`src/rtl/window_3x3_gen.sv`:
```
// Purpose : 3x3 sliding-window generator over a raster stream of binary pixels.
// Latency : 1 cycle from the accepted pixel that completes a window to win_valid.
// Backpressure: none; every accepted pixel is consumed and every window is presented once.
//
// Ports:
//   clk, rst_n        clock, asynchronous active-low reset (synchronous release upstream)
//   sof               start of frame; the pixel accepted with it is (0,0)
//   pix_in/pix_valid  binary pixel and its accept strobe
//   X_0..X_8          window, row-major; X_0 top-left, X_8 bottom-right (newest pixel)
//   win_valid         X_* hold a complete in-image window (one-cycle pulse)
//   win_row/win_col   centre of the presented window; held while win_valid is low
//   frame_done        pulses with the window completed by the last pixel of the frame
module window_3x3_gen #(
  parameter int IMG_W = 28,
  parameter int IMG_H = 28,
  localparam int CW = $clog2(IMG_W),
  localparam int RW = $clog2(IMG_H)
) (
  input  logic          clk,
  input  logic          rst_n,
  input  logic          sof,
  input  logic          pix_in,
  input  logic          pix_valid,
  output logic          X_0,
  output logic          X_1,
  output logic          X_2,
  output logic          X_3,
  output logic          X_4,
  output logic          X_5,
  output logic          X_6,
  output logic          X_7,
  output logic          X_8,
  output logic          win_valid,
  output logic [RW-1:0] win_row,
  output logic [CW-1:0] win_col,
  output logic          frame_done
);

  // Line buffers: bit [0] is the newest entry, bit [IMG_W-1] the one that is
  // exactly one row old and leaves on the next accept.
  logic [IMG_W-1:0] lb1_q, lb1_d;
  logic [IMG_W-1:0] lb2_q, lb2_d;

  // Window register, bit k drives X_k.
  logic [8:0]       win_q, win_d;

  // Position of the next pixel to be accepted.
  logic [CW-1:0]    col_q, col_d;
  logic [RW-1:0]    row_q, row_d;

  logic             win_valid_q, win_valid_d;
  logic             frame_done_q, frame_done_d;
  logic [RW-1:0]    win_row_q, win_row_d;
  logic [CW-1:0]    win_col_q, win_col_d;

  // Position of the pixel on the inputs; sof forces it to (0,0).
  logic [CW-1:0]    cur_col;
  logic [RW-1:0]    cur_row;
  logic             last_col;
  logic             last_row;
  logic             lb1_out;
  logic             lb2_out;

  always_comb begin
    cur_col  = sof ? '0 : col_q;
    cur_row  = sof ? '0 : row_q;
    last_col = (cur_col == CW'(IMG_W - 1));
    last_row = (cur_row == RW'(IMG_H - 1));
    lb1_out  = lb1_q[IMG_W-1];
    lb2_out  = lb2_q[IMG_W-1];
  end

  always_comb begin
    lb1_d        = lb1_q;
    lb2_d        = lb2_q;
    win_d        = win_q;
    col_d        = col_q;
    row_d        = row_q;
    win_valid_d  = 1'b0;
    frame_done_d = 1'b0;
    win_row_d    = win_row_q;
    win_col_d    = win_col_q;

    if (pix_valid) begin
      lb1_d = {lb1_q[IMG_W-2:0], pix_in};
      lb2_d = {lb2_q[IMG_W-2:0], lb1_out};

      // Columns slide left; the new right column is rows r-2, r-1, r.
      win_d[0] = win_q[1];
      win_d[1] = win_q[2];
      win_d[2] = lb2_out;
      win_d[3] = win_q[4];
      win_d[4] = win_q[5];
      win_d[5] = lb1_out;
      win_d[6] = win_q[7];
      win_d[7] = win_q[8];
      win_d[8] = pix_in;

      if (last_col) begin
        col_d = '0;
        row_d = last_row ? '0 : cur_row + RW'(1);
      end else begin
        col_d = cur_col + CW'(1);
        row_d = cur_row;
      end

      // Windows touching columns 0/1 or rows 0/1 would mix in stale data
      // from the previous row or frame, so they are never flagged.
      if ((cur_row >= RW'(2)) && (cur_col >= CW'(2))) begin
        win_valid_d  = 1'b1;
        win_row_d    = cur_row - RW'(1);
        win_col_d    = cur_col - CW'(1);
        frame_done_d = last_row && last_col;
      end
    end else if (sof) begin
      // sof on an idle cycle only re-arms the counters.
      col_d = '0;
      row_d = '0;
    end
  end

  always_ff @(posedge clk or negedge rst_n) begin
    if (!rst_n) begin
      lb1_q        <= '0;
      lb2_q        <= '0;
      win_q        <= '0;
      col_q        <= '0;
      row_q        <= '0;
      win_valid_q  <= 1'b0;
      frame_done_q <= 1'b0;
      win_row_q    <= '0;
      win_col_q    <= '0;
    end else begin
      lb1_q        <= lb1_d;
      lb2_q        <= lb2_d;
      win_q        <= win_d;
      col_q        <= col_d;
      row_q        <= row_d;
      win_valid_q  <= win_valid_d;
      frame_done_q <= frame_done_d;
      win_row_q    <= win_row_d;
      win_col_q    <= win_col_d;
    end
  end

  assign X_0        = win_q[0];
  assign X_1        = win_q[1];
  assign X_2        = win_q[2];
  assign X_3        = win_q[3];
  assign X_4        = win_q[4];
  assign X_5        = win_q[5];
  assign X_6        = win_q[6];
  assign X_7        = win_q[7];
  assign X_8        = win_q[8];
  assign win_valid  = win_valid_q;
  assign frame_done = frame_done_q;
  assign win_row    = win_row_q;
  assign win_col    = win_col_q;

endmodule
```
`config.mk`:
```
export PLATFORM = sky130hd
export DESIGN_NAME = window_3x3_gen
export DESIGN_NICKNAME = d
export VERILOG_FILES = /design/src/rtl/window_3x3_gen.sv
export SDC_FILE = /design/constraint.sdc
export NUM_CORES = 1
export LEC_CHECK = 0
export BUFFER_PORTS_ARGS = -buffer_cell sky130_fd_sc_hd__clkbuf_2
export CORE_MARGIN = 5
export CORE_UTILIZATION = 45
export CTS_CLUSTER_DIAMETER = 200
export DETAILED_ROUTE_END_ITERATION = 12
export GPL_TIMING_DRIVEN = 0
export PLACE_DENSITY = 0.73
export SYNTH_ARGS = -nofsm -noshare
export SYNTH_HDL_FRONTEND = slang
export SYNTH_SLANG_ARGS = --single-unit
```
`constraint.sdc`:
```
create_clock -name clk -period 2.99 [get_ports clk]
set_input_delay 0.598 -clock clk [delete_from_list [all_inputs] [get_ports clk]]
set_output_delay 0.598 -clock clk [all_outputs]
set_load 0.05 [all_outputs]
```
# Word level (Yosys, flattened, before mapping)
# Cells that the tools add are included.
dict set report totals {
  ff_bits 87
  latch_bits 0
  mem_bits_rw 0
  rom_bits 0
  inputBits 5
  out_inout_bits 21
  n_memories 0
}
dict set report op_classes {
  add_sub_neg 4
  n_mul 0
  div 0
  n_lt_le_gt_ge 2
  n_eq_ne 2
  n_shift 0
  mux 11
  bitwise 0
  n_reduce_logical 3
}
# operator count
set ops {}
lappend ops {{$mux 5} 7}
lappend ops {{$add 5x1->5 const B} 2}
lappend ops {{$eq 5x5->1 const B} 2}
lappend ops {{$ge 5x2->1 const B} 2}
lappend ops {{$sub 5x1->5 const B} 2}
lappend ops {{$mux 1} 4}
lappend ops {{$logic_and 1x1->1} 2}
lappend ops {{$reduce_and 2->1} 1}

# Longest topological paths before layout
dict set report logic_depth {
  depth_word 5
  depth_mapped 10
  mapped_depth_nobuf 8
}

# Worst setup path before layout
# No wires, ideal clock.
dict set report synth_timing {
  path_kind {input port to flip-flop}
  start {input port sof}
  end {register row_q[2]}
  setup_ns 0.064
  t_arrival_ns 2.110
  required_time_ns 2.926
  path_slack_ns 0.816
  path_stages 10
  path_buffers 2
  cell_sequence {inv_1 clkbuf_1 nand2_1 inv_1 ha_1 and3_1 clkbuf_1 nand3_1 a211oi_1 a21o_1}
}
dict set report synth_between {
  elab_chain_cells 5
  elab_cells_between_ends 8
  classes_between {1 x add/sub; 2 x eq/ne; 5 x mux}
}
# item line
set synth_rtl {}
lappend synth_rtl {{start, declared} 21} ;# input logic sof,
lappend synth_rtl {{$mux 5} --}
lappend synth_rtl {{$add 5x1->5 / $eq 5x5->1 (equally long branches)} {101, 68}}
lappend synth_rtl {{$mux 5} 101} ;# row_d = last_row ? '0 : cur_row + RW'(1);
lappend synth_rtl {{$mux 5} 99} ;# if (last_col) begin
lappend synth_rtl {{$mux 5 *} 84} ;# if (pix_valid) begin
lappend synth_rtl {{via row_d[2]} 49} ;# logic [RW-1:0] row_q, row_d;
lappend synth_rtl {{end signal, assigned} 138} ;# row_q <= row_d;
lappend synth_rtl {{end, declared} 49}
# The timed path passes the listed nets; every way through them passes the cells marked *.
# A chain may end at the register's enable or synchronous reset.

# Final worst setup path
# Ends and elaborated chain as after synthesis.

==> flow_summary_export.csv <==
group,metric,value,unit
setup_path,criticalPathCategory,"in -> reg",
cts,path_clk_slew,0.07,ns
power_and_ir_drop,power,2.38,mW
global_route,antenna_found_initial,0,
floorplan,start_util,0.463,
layout,design_area,3830,um2
layout,utilization,0.525,
yosys,ys_async_sr_fraction,1.00,
yosys,ys.flop_type,"dfrtp_1",
layout,layout_commonest_cell,"dfrtp_1",
power_and_ir_drop,ir_worst_vdd,358,uV
layout,area_delta_synth_final,13.4,%
sta,finalWorstPathRequiredPeriod,2.30,ns
placed_design,dp_hpwl,3550,um
yosys,syn_inst,238,
global_route,grt_max_degree,60,
yosys,yosysWarningCount,0,
sta,finalMaxSlewViolations,0,
worst_hold_path,worstHoldPathType,"in -> async",
layout,diodes,0,
yosys,synthesis.nets,248,
floorplan,die_h,96.6,um
sta,hold_viol,0,
cts,cts_resized,0,
layout,final_cell_mix,"81 x dfrtp_1, 61 x mux2_2, 24 x clkbuf_2",
yosys,synth_seq_area_share,0.600,
floorplan,io_pins,26,
route,wl,5270,um
setup_path,required,3.28,ns
sta,setup_viol,0,
cts,cts_buffer_depth,2,
route,first_pass_iters,4,
sta,worst-slew-pin-transition,0.529,ns
cts,post_cts.repair.setup_buffers,0,
placed_design,dpl_cell_area,3660,um2
sta,whs,0.174,ns
global_route,grt_pass1_wl,9350,um
route,drtAntennaViolNets,0,
route,drt_first_iter_violations,59,
floorplan,die_x,96.6,um
global_route,gr-total-overflow,0,
cts,numCtsBuffers,9,
cts,ctsHoldBuffers,0,
route,vias,1873,
route,wire_per_inst,13.9,um
cts,cts_tree,"built",
placed_design,finalWeightedCongestion,0.777,
cts,clkLatencyLatePin,0.35,ns
placed_design,io_buffers,25,
sta,slew_headroom,0.648,
cts,cts_max_level,3,
layout,regArea,2030,um2
setup_path,critPathCaptureType,"register",
global_route,grt_pass1_vias,1977,
floorplan,dieArea,9340,um2
sta,fin_tns_setup,0,ns
layout,finalNetCount,285,
yosys,synth_edf_count,0,
floorplan,row_count,31,
yosys,netlist_area,3380,um2
layout,nFillCells,676,
layout,final_layout_size_suffix_gt1_frac,0.409,
route,viasPerCell,4.96,
route,drc_errors,0,
setup_path,start_kind,"input pin",
yosys,synth_cell_types,34,
sta,finClkSkew,0.00523,ns
sta,fmax,435,MHz
yosys,synth.ff_latch_count,81,
power_and_ir_drop,power.leakage,1.85,nW
job,cap_violations,0,
global_route,track_usage,0.124,
cts,root_buffer,"clkbuf_8",
setup_path,cp_max_fo,10,
yosys,postSynthAreaPerCell,14.2,um2
floorplan,core,7290,um2
setup_path,crit_arrival,2.59,ns
layout,multi_input_area,1260,um2
sta,rsz0062_at_grt,"no",
power_and_ir_drop,powerDensity,623,nW/um2
cts,cts.sinks,81,
sta,min_period_over_period,0.769,
outcome,status,"completed",
==> cell type report <==
cell class	instances	area share
Sequential cell	81	0.529
Multi-Input combinational cell	139	0.330
Clock buffer	13	0.0415
Timing Repair Buffer	26	0.0405
Tap cell	99	0.0324
Buffer	13	0.0176
Inverter	5	0.00490
Clock inverter	2	0.00359
==> metal layers <==
layer	global-route usage	up-vias	share of wire
met5	0	-	0
li1	-	895	-
met1	0.155	936	0.46
met4	0.0486	0	0.019
met3	0.0496	8	0.044
met2	0.193	34	0.48
==> per-stage QoR <==
step	worst slack [ns]	instances
3_5_place_dp	0.343	363
4_1_cts	0.700	378
2_1_floorplan	0.816	238
6_report	0.690	378
5_1_grt	0.433	378
3_3_place_gp	0.371	362
==> report_power, final <==
part,switching (mW),leakage (nW),internal (mW)
sequential,0.0877,1.07,1.27
combinational,0.158,0.690,0.170
clock,0.357,0.0895,0.343
==> worst paths after layout <==
check / start / to / slack, ns / cells after the start
max: sof / row_q[2] / 0.69 / 11
min: rst_n / win_row[2] / 0.17 / 1
max reg2reg: col_q[1] / win_row[0] / 0.97 / 6
min reg2reg: lb1_q[9] / lb1_q[9] / 0.50 / 1
max in group asynchronous: rst_n / col_q[2] / 2.23 / 2
min in group clk: pix_in / lb1_q[0] / 0.49 / 2
==> synthesized netlist by cell type, types with 2 or more instances <==
cell      instances  area, um2
nand4_1           2       12.5
nand3_1           4       20.0
mux2_2           61        687
nor2_1            6       22.5
nor3_1            4       20.0
nand2b_1          2       12.5
buf_6             2       22.5
nor3b_1           3       22.5
buf_1             6       22.5
and3_1            2       12.5
mux2_4            7        105
xor2_1            3       26.3
xnor2_1           6       52.6
dfrtp_1          81       2030
clkbuf_1          4       15.0
inv_1             5       18.8
o21ai_0           6       30.0
nand2_1          11       41.3
nor2b_1           3       18.8
ha_1              5       62.6
mux2i_1           2       20.0
==> critical path, stage by stage <==
cell and delay (ns):
clkbuf_2 0.09, inv_1 0.07, clkbuf_1 0.37, nand2_1 0.24
inv_1 0.11, ha_1 0.19, and3_1 0.15, clkbuf_1 0.20
nand3_1 0.18, a211oi_1 0.28, a21o_1 0.11
==> cells by family after synthesis <==
family          count (synthesis)  synth area share
fa+ha+maj                       5            0.0185
mux                            70             0.240
buf+inv                        18            0.0256
flops                          81             0.600
compound gates                 12            0.0230
xor+xnor                        9            0.0233
simple gates                   43            0.0689
==> registers in the layout, indices dropped and copies added (netlist names) <==
name	flops
lb2_q	28
frame_done	1
lb1_q	28
row_q	5
col_q	5
win_valid	1
win_row	5
win_q	3
win_col	5
No activity file was read; power rests on OpenSTA's default activity.
